$ cat config.mk
export PLATFORM = sky130hd
export DESIGN_NAME = wb_writer
export DESIGN_NICKNAME = d
export VERILOG_FILES = /design/src/rtl/wb_writer_pkg.sv /design/src/rtl/wb_fifo.sv /design/src/rtl/wb_writer.sv
export SDC_FILE = /design/constraint.sdc
export NUM_CORES = 1
export LEC_CHECK = 0
export BUFFER_PORTS_ARGS = -buffer_cell sky130_fd_sc_hd__buf_2
export CAP_MARGIN = 30
export CORE_MARGIN = 2
export CORE_UTILIZATION = 54
export CTS_CLUSTER_DIAMETER = 200
export DETAILED_ROUTE_END_ITERATION = 7
export GPL_TIMING_DRIVEN = 0
export MAX_ROUTING_LAYER = met4
export PLACE_DENSITY = 0.81
export SETUP_SLACK_MARGIN = 0.05
export SLEW_MARGIN = 20
export SYNTH_ARGS = -nofsm -noshare
export SYNTH_HDL_FRONTEND = slang
export SYNTH_SLANG_ARGS = --single-unit
$ cat constraint.sdc
create_clock -name clk -period 2.3 [get_ports clk]
set_input_delay 0.46 -clock clk [delete_from_list [all_inputs] [get_ports clk]]
set_output_delay 0.46 -clock clk [all_outputs]
set_load 0.1 [all_outputs]
$ cat src/rtl/wb_writer_pkg.sv
// Shared widths, the x0 constant and the load-buffer entry type for the writeback stage.
package wb_writer_pkg;

  localparam int XLEN = 32;
  localparam int AW   = 5;

  localparam logic [AW-1:0] REG_ZERO = '0;

  typedef struct packed {
    logic            valid;
    logic [AW-1:0]   rd;
    logic [XLEN-1:0] data;
  } wb_entry_t;

  function automatic logic is_zero_rd(input logic [AW-1:0] rd);
    return rd == REG_ZERO;
  endfunction

endpackage

$ cat src/rtl/wb_fifo.sv
// Small load-return FIFO; every entry carries a valid bit that a newer ALU write
// to the same register can clear, so stale load data is dropped at pop time.
module wb_fifo
  import wb_writer_pkg::*;
#(
  parameter int DEPTH = 2
) (
  input  logic            clk,
  input  logic            reset,
  input  logic            push,
  input  logic [AW-1:0]   push_rd,
  input  logic [XLEN-1:0] push_data,
  input  logic            pop,
  input  logic            inv_en,
  input  logic [AW-1:0]   inv_rd,
  output wb_entry_t       head,
  output logic            empty,
  output logic            full
);

  localparam int PW = $clog2(DEPTH);

  wb_entry_t        mem_reg [DEPTH];
  logic [PW-1:0]    wr_ptr_reg;
  logic [PW-1:0]    rd_ptr_reg;
  logic [PW:0]      count_reg;
  logic [PW:0]      count_next;
  logic [DEPTH-1:0] inv_hit;
  logic             push_valid;

  genvar gi;
  generate
    for (gi = 0; gi < DEPTH; gi++) begin : g_inv
      assign inv_hit[gi] = inv_en && (mem_reg[gi].rd == inv_rd);
    end
  endgenerate

  // A load arriving alongside a winning ALU write to the same rd is older data.
  assign push_valid = !(inv_en && (push_rd == inv_rd));

  always_comb begin
    count_next = count_reg;
    if (push && !pop)
      count_next = count_reg + (PW+1)'(1);
    else if (!push && pop)
      count_next = count_reg - (PW+1)'(1);
  end

  always_ff @(posedge clk or negedge reset) begin
    if (!reset) begin
      wr_ptr_reg <= '0;
      rd_ptr_reg <= '0;
      count_reg  <= '0;
      for (int i = 0; i < DEPTH; i++)
        mem_reg[i] <= '0;
    end else begin
      if (push)
        wr_ptr_reg <= wr_ptr_reg + PW'(1);
      if (pop)
        rd_ptr_reg <= rd_ptr_reg + PW'(1);
      count_reg <= count_next;
      for (int i = 0; i < DEPTH; i++) begin
        if (push && (wr_ptr_reg == PW'(i)))
          mem_reg[i] <= '{valid: push_valid, rd: push_rd, data: push_data};
        else if (inv_hit[i])
          mem_reg[i].valid <= 1'b0;
      end
    end
  end

  assign head  = mem_reg[rd_ptr_reg];
  assign empty = (count_reg == '0);
  assign full  = (count_reg == (PW+1)'(DEPTH));

endmodule

$ cat src/rtl/wb_writer.sv
// Writeback write-port driver: ALU results take priority, load returns are
// buffered when they lose, and the register-file port is driven from flops.
module wb_writer
  import wb_writer_pkg::*;
#(
  parameter int DEPTH = 2
) (
  input  logic            clk,
  input  logic            reset,
  input  logic            alu_valid,
  input  logic [AW-1:0]   alu_rd,
  input  logic [XLEN-1:0] alu_data,
  input  logic            mem_valid,
  output logic            mem_ready,
  input  logic [AW-1:0]   mem_rd,
  input  logic [XLEN-1:0] mem_data,
  output logic            we,
  output logic [AW-1:0]   wb_addr,
  output logic [XLEN-1:0] wb_data,
  input  logic [AW-1:0]   rs1_addr,
  input  logic [AW-1:0]   rs2_addr,
  output logic            rs1_byp,
  output logic            rs2_byp,
  output logic [XLEN-1:0] byp_data,
  output logic            busy
);

  wb_entry_t       head;
  logic            buf_empty;
  logic            buf_full;
  logic            mem_acc;
  logic            alu_win;
  logic            buf_sel;
  logic            direct;
  logic            push;

  logic            we_reg,   we_next;
  logic [AW-1:0]   addr_reg, addr_next;
  logic [XLEN-1:0] data_reg, data_next;

  assign mem_ready = !buf_full;
  assign mem_acc   = mem_valid && mem_ready;
  assign alu_win   = alu_valid && !is_zero_rd(alu_rd);
  assign buf_sel   = !alu_win && !buf_empty;
  assign direct    = !alu_win && buf_empty && mem_acc && !is_zero_rd(mem_rd);
  // x0 loads are accepted and silently dropped.
  assign push      = mem_acc && !is_zero_rd(mem_rd) && !direct;

  wb_fifo #(.DEPTH(DEPTH)) u_fifo (
    .clk       (clk),
    .reset     (reset),
    .push      (push),
    .push_rd   (mem_rd),
    .push_data (mem_data),
    .pop       (buf_sel),
    .inv_en    (alu_win),
    .inv_rd    (alu_rd),
    .head      (head),
    .empty     (buf_empty),
    .full      (buf_full)
  );

  always_comb begin
    we_next   = 1'b0;
    addr_next = addr_reg;
    data_next = data_reg;
    if (alu_win) begin
      we_next   = 1'b1;
      addr_next = alu_rd;
      data_next = alu_data;
    end else if (buf_sel) begin
      // An invalidated head still pops but writes nothing.
      if (head.valid) begin
        we_next   = 1'b1;
        addr_next = head.rd;
        data_next = head.data;
      end
    end else if (direct) begin
      we_next   = 1'b1;
      addr_next = mem_rd;
      data_next = mem_data;
    end
  end

  always_ff @(posedge clk or negedge reset) begin
    if (!reset) begin
      we_reg   <= 1'b0;
      addr_reg <= '0;
      data_reg <= '0;
    end else begin
      we_reg   <= we_next;
      addr_reg <= addr_next;
      data_reg <= data_next;
    end
  end

  assign we       = we_reg;
  assign wb_addr  = addr_reg;
  assign wb_data  = data_reg;
  assign byp_data = data_reg;
  assign rs1_byp  = we_reg && (addr_reg == rs1_addr) && !is_zero_rd(rs1_addr);
  assign rs2_byp  = we_reg && (addr_reg == rs2_addr) && !is_zero_rd(rs2_addr);
  assign busy     = we_reg || !buf_empty;

endmodule

==> flow_metrics.env <==
export IMPL_firstDrtPassIters=4
export IMPL_period_share=0.9708
export IMPL_status="completed"
export IMPL_drtIter0Drc=234
export IMPL_fin_crit_ps=2233
export IMPL_final_core_util=0.7061
export IMPL_whs_ps=3.861
export IMPL_path_clk_slew_ps=50
export IMPL_die_x_um=112.3
export IMPL_grt_ovfl_total=0
export IMPL_grt_pass1_wl_um=25100
export IMPL_cp_arrival_ps=1770
export IMPL_rsz0062_at_grt="true"
export IMPL_synthesis_area_um2=6329
export IMPL_synth_most_common_cell="mux2_2"
export IMPL_worstMarginPinSlew_ps=621.5
export IMPL_cap_viol_max_count=0
export IMPL_finalHoldViolCount=0
export IMPL_die_area_um2=12600
export IMPL_async_reset_ff_frac=1.000
export IMPL_synth_area_leaders="dfrtp_1 47%, mux2_2 23%, mux2i_1 6.2%"
export IMPL_max_freq_ghz=0.4479
export IMPL_ys_flop_type="dfrtp_1"
export IMPL_crit_buf_inv=3
export IMPL_cp_slowest_cell="dfrtp_1"
export IMPL_syn_to_final_growth_pct=27.40
export IMPL_critPathCaptureType="output pin"
export IMPL_place_ws_ps=-291.1
export IMPL_finalMaxSlewViolations=0
export IMPL_path_max_fanout=10
export IMPL_num_rows=39
export IMPL_crit_family="buffers and inverters"
export IMPL_drcViolationCount=0
export IMPL_vias=4757
export IMPL_num_antenna_cells=0
export IMPL_finalWirelength_um=15390
export IMPL_cts_buffer_depth=2
export IMPL_wl_per_cell_um=18.06
export IMPL_synth_area_leader_cell="dfrtp_1"
export IMPL_nets=785
export IMPL_ios=162
export IMPL_cts_tree="built"
export IMPL_yosys_top_cells_count="127 x mux2_2, 118 x dfrtp_1, 39 x mux2i_1, 38 x a21oi_1, 38 x nor3_1"
export IMPL_postSynthAreaPerCell_um2=12.17
export IMPL_numCtsBuffers=17
export IMPL_finalSetupViolCount=0
export IMPL_vias_per_cell=5.583
export IMPL_portBuffers=155
export IMPL_clock_sinks=118
export IMPL_cts_hold_buf=0
export IMPL_start_kind="register"
export IMPL_fin_ws_ps=67.17
export IMPL_antenna_found_initial=0
export IMPL_grt_pass1_vias=5100
export IMPL_final_cells=852
export IMPL_ys_seq_area_frac=0.4666
export IMPL_synth_edff_count=0
export IMPL_ys_ff_latch=118
export IMPL_dpl_cell_count=819
export IMPL_finalClockSkew_ps=10.22
export IMPL_crit_required_ps=1840
export IMPL_h_tree_depth=4
export IMPL_grt_max_degree=69
export IMPL_ff2ff_setup_slack_ps=180
export IMPL_track_usage=0.2613
export IMPL_crit_type="reg -> out"
export IMPL_die_y_um=112.3
export IMPL_clk_latency_ps=410
export IMPL_slowest_delay_ps=400
export IMPL_place_congestion=0.8266
export IMPL_syn_nets=609
export IMPL_syn_inst=520
export IMPL_start_util=0.5542
export IMPL_core_area_um2=11420
export IMPL_layout_drive_gt1_share=0.5501
export IMPL_timing_slew_headroom=0.5857
export IMPL_synthDistinctLibCells=35
export IMPL_cts_root_buf="clkbuf_16"
export IMPL_hp_class="in -> async"
export IMPL_dp_hpwl_um=10650
export IMPL_largest_reg_flops=76
export IMPL_yosys_warnings=0
export IMPL_ant_nets=0
export IMPL_worstPathCellList="clkbuf_4 > clkbuf_8 > or3_1 > buf_6"
export IMPL_synth_top_cell_area_share=0.4666
[layout make-up]
type,instances,area [um^2]
inverter,2,7.507
timing repair buffer,158,873.3
buffer,70,479.2
clock inverter,9,100.1
sequential,118,2970
clock buffer,23,478.0
multi-input combinational,329,2975
fill,846,3356
tap,143,178.9
[cells by family after synthesis]
| family | synth area share |
|---|---|
| adder cells (fa/ha/maj) | 0.001977 |
| XOR/XNOR | 0.03875 |
| AND/OR/NAND/NOR | 0.05002 |
| flip-flops | 0.4666 |
| AO/OA/AOI/OAI | 0.04982 |
| buffers and inverters | 0.07137 |
| multiplexers | 0.3215 |
[cell usage in the layout, fill, tap and decap left out, drive strengths merged, types with 11 or more instances in the layout]
master / instances
dfrtp: 118
xor2: 11
buf: 211
a21oi: 38
clkbuf: 40
xnor2: 17
mux2i: 39
mux2: 146
nor3: 38
[through the flow]
| step | TNS, ps | cell area, um^2 |
|---|---|---|
| 2_1_floorplan | 0 | 6375 |
| 3_3_place_gp | -82240 | 7330 |
| 3_5_place_dp | -13910 | 7363 |
| 4_1_cts | 0 | 7989 |
| 5_1_grt | 0 | 8063 |
| 6_report | 0 | 8063 |
[path summary, 6_finish.rpt]
check	endpoint	depth (start not counted)	start
hold reg to reg	u_fifo.mem_reg[4]$_DFFE_PN0P_	1	u_fifo.mem_reg[4]$_DFFE_PN0P_
max in group asynchronous	u_fifo.mem_reg[44]$_DFFE_PN0P_	2	reset
min in group clk	u_fifo.mem_reg[4]$_DFFE_PN0P_	2	mem_data[4]
setup reg to reg	byp_data[20]$_DFFE_PN0P_	6	u_fifo.count_reg[0]$_DFFE_PN0P_
hold / removal	byp_data[22]$_DFFE_PN0P_	1	reset
setup / recovery	busy	4	u_fifo.count_reg[0]$_DFFE_PN0P_
[what timing repair did]
action / in CTS / in global routing
resized for setup: 17 / 17
endpoints found under the setup margin: 10 / 28
buffers inserted: 0 / 2
pin swaps: 0 / 5
[layer usage]
layer  vias to the layer above  wire (um)  track usage
met5                         -          0            -
met4                         0        295      0.09593
met3                        26        687      0.05508
met2                       150       8033       0.4353
met1                      2383       6374       0.3157
li1                       2198          -            -
Power is left out: the tool's default activity adds up to more than one toggle a clock period on the data nets, which glitch-free logic cannot reach.
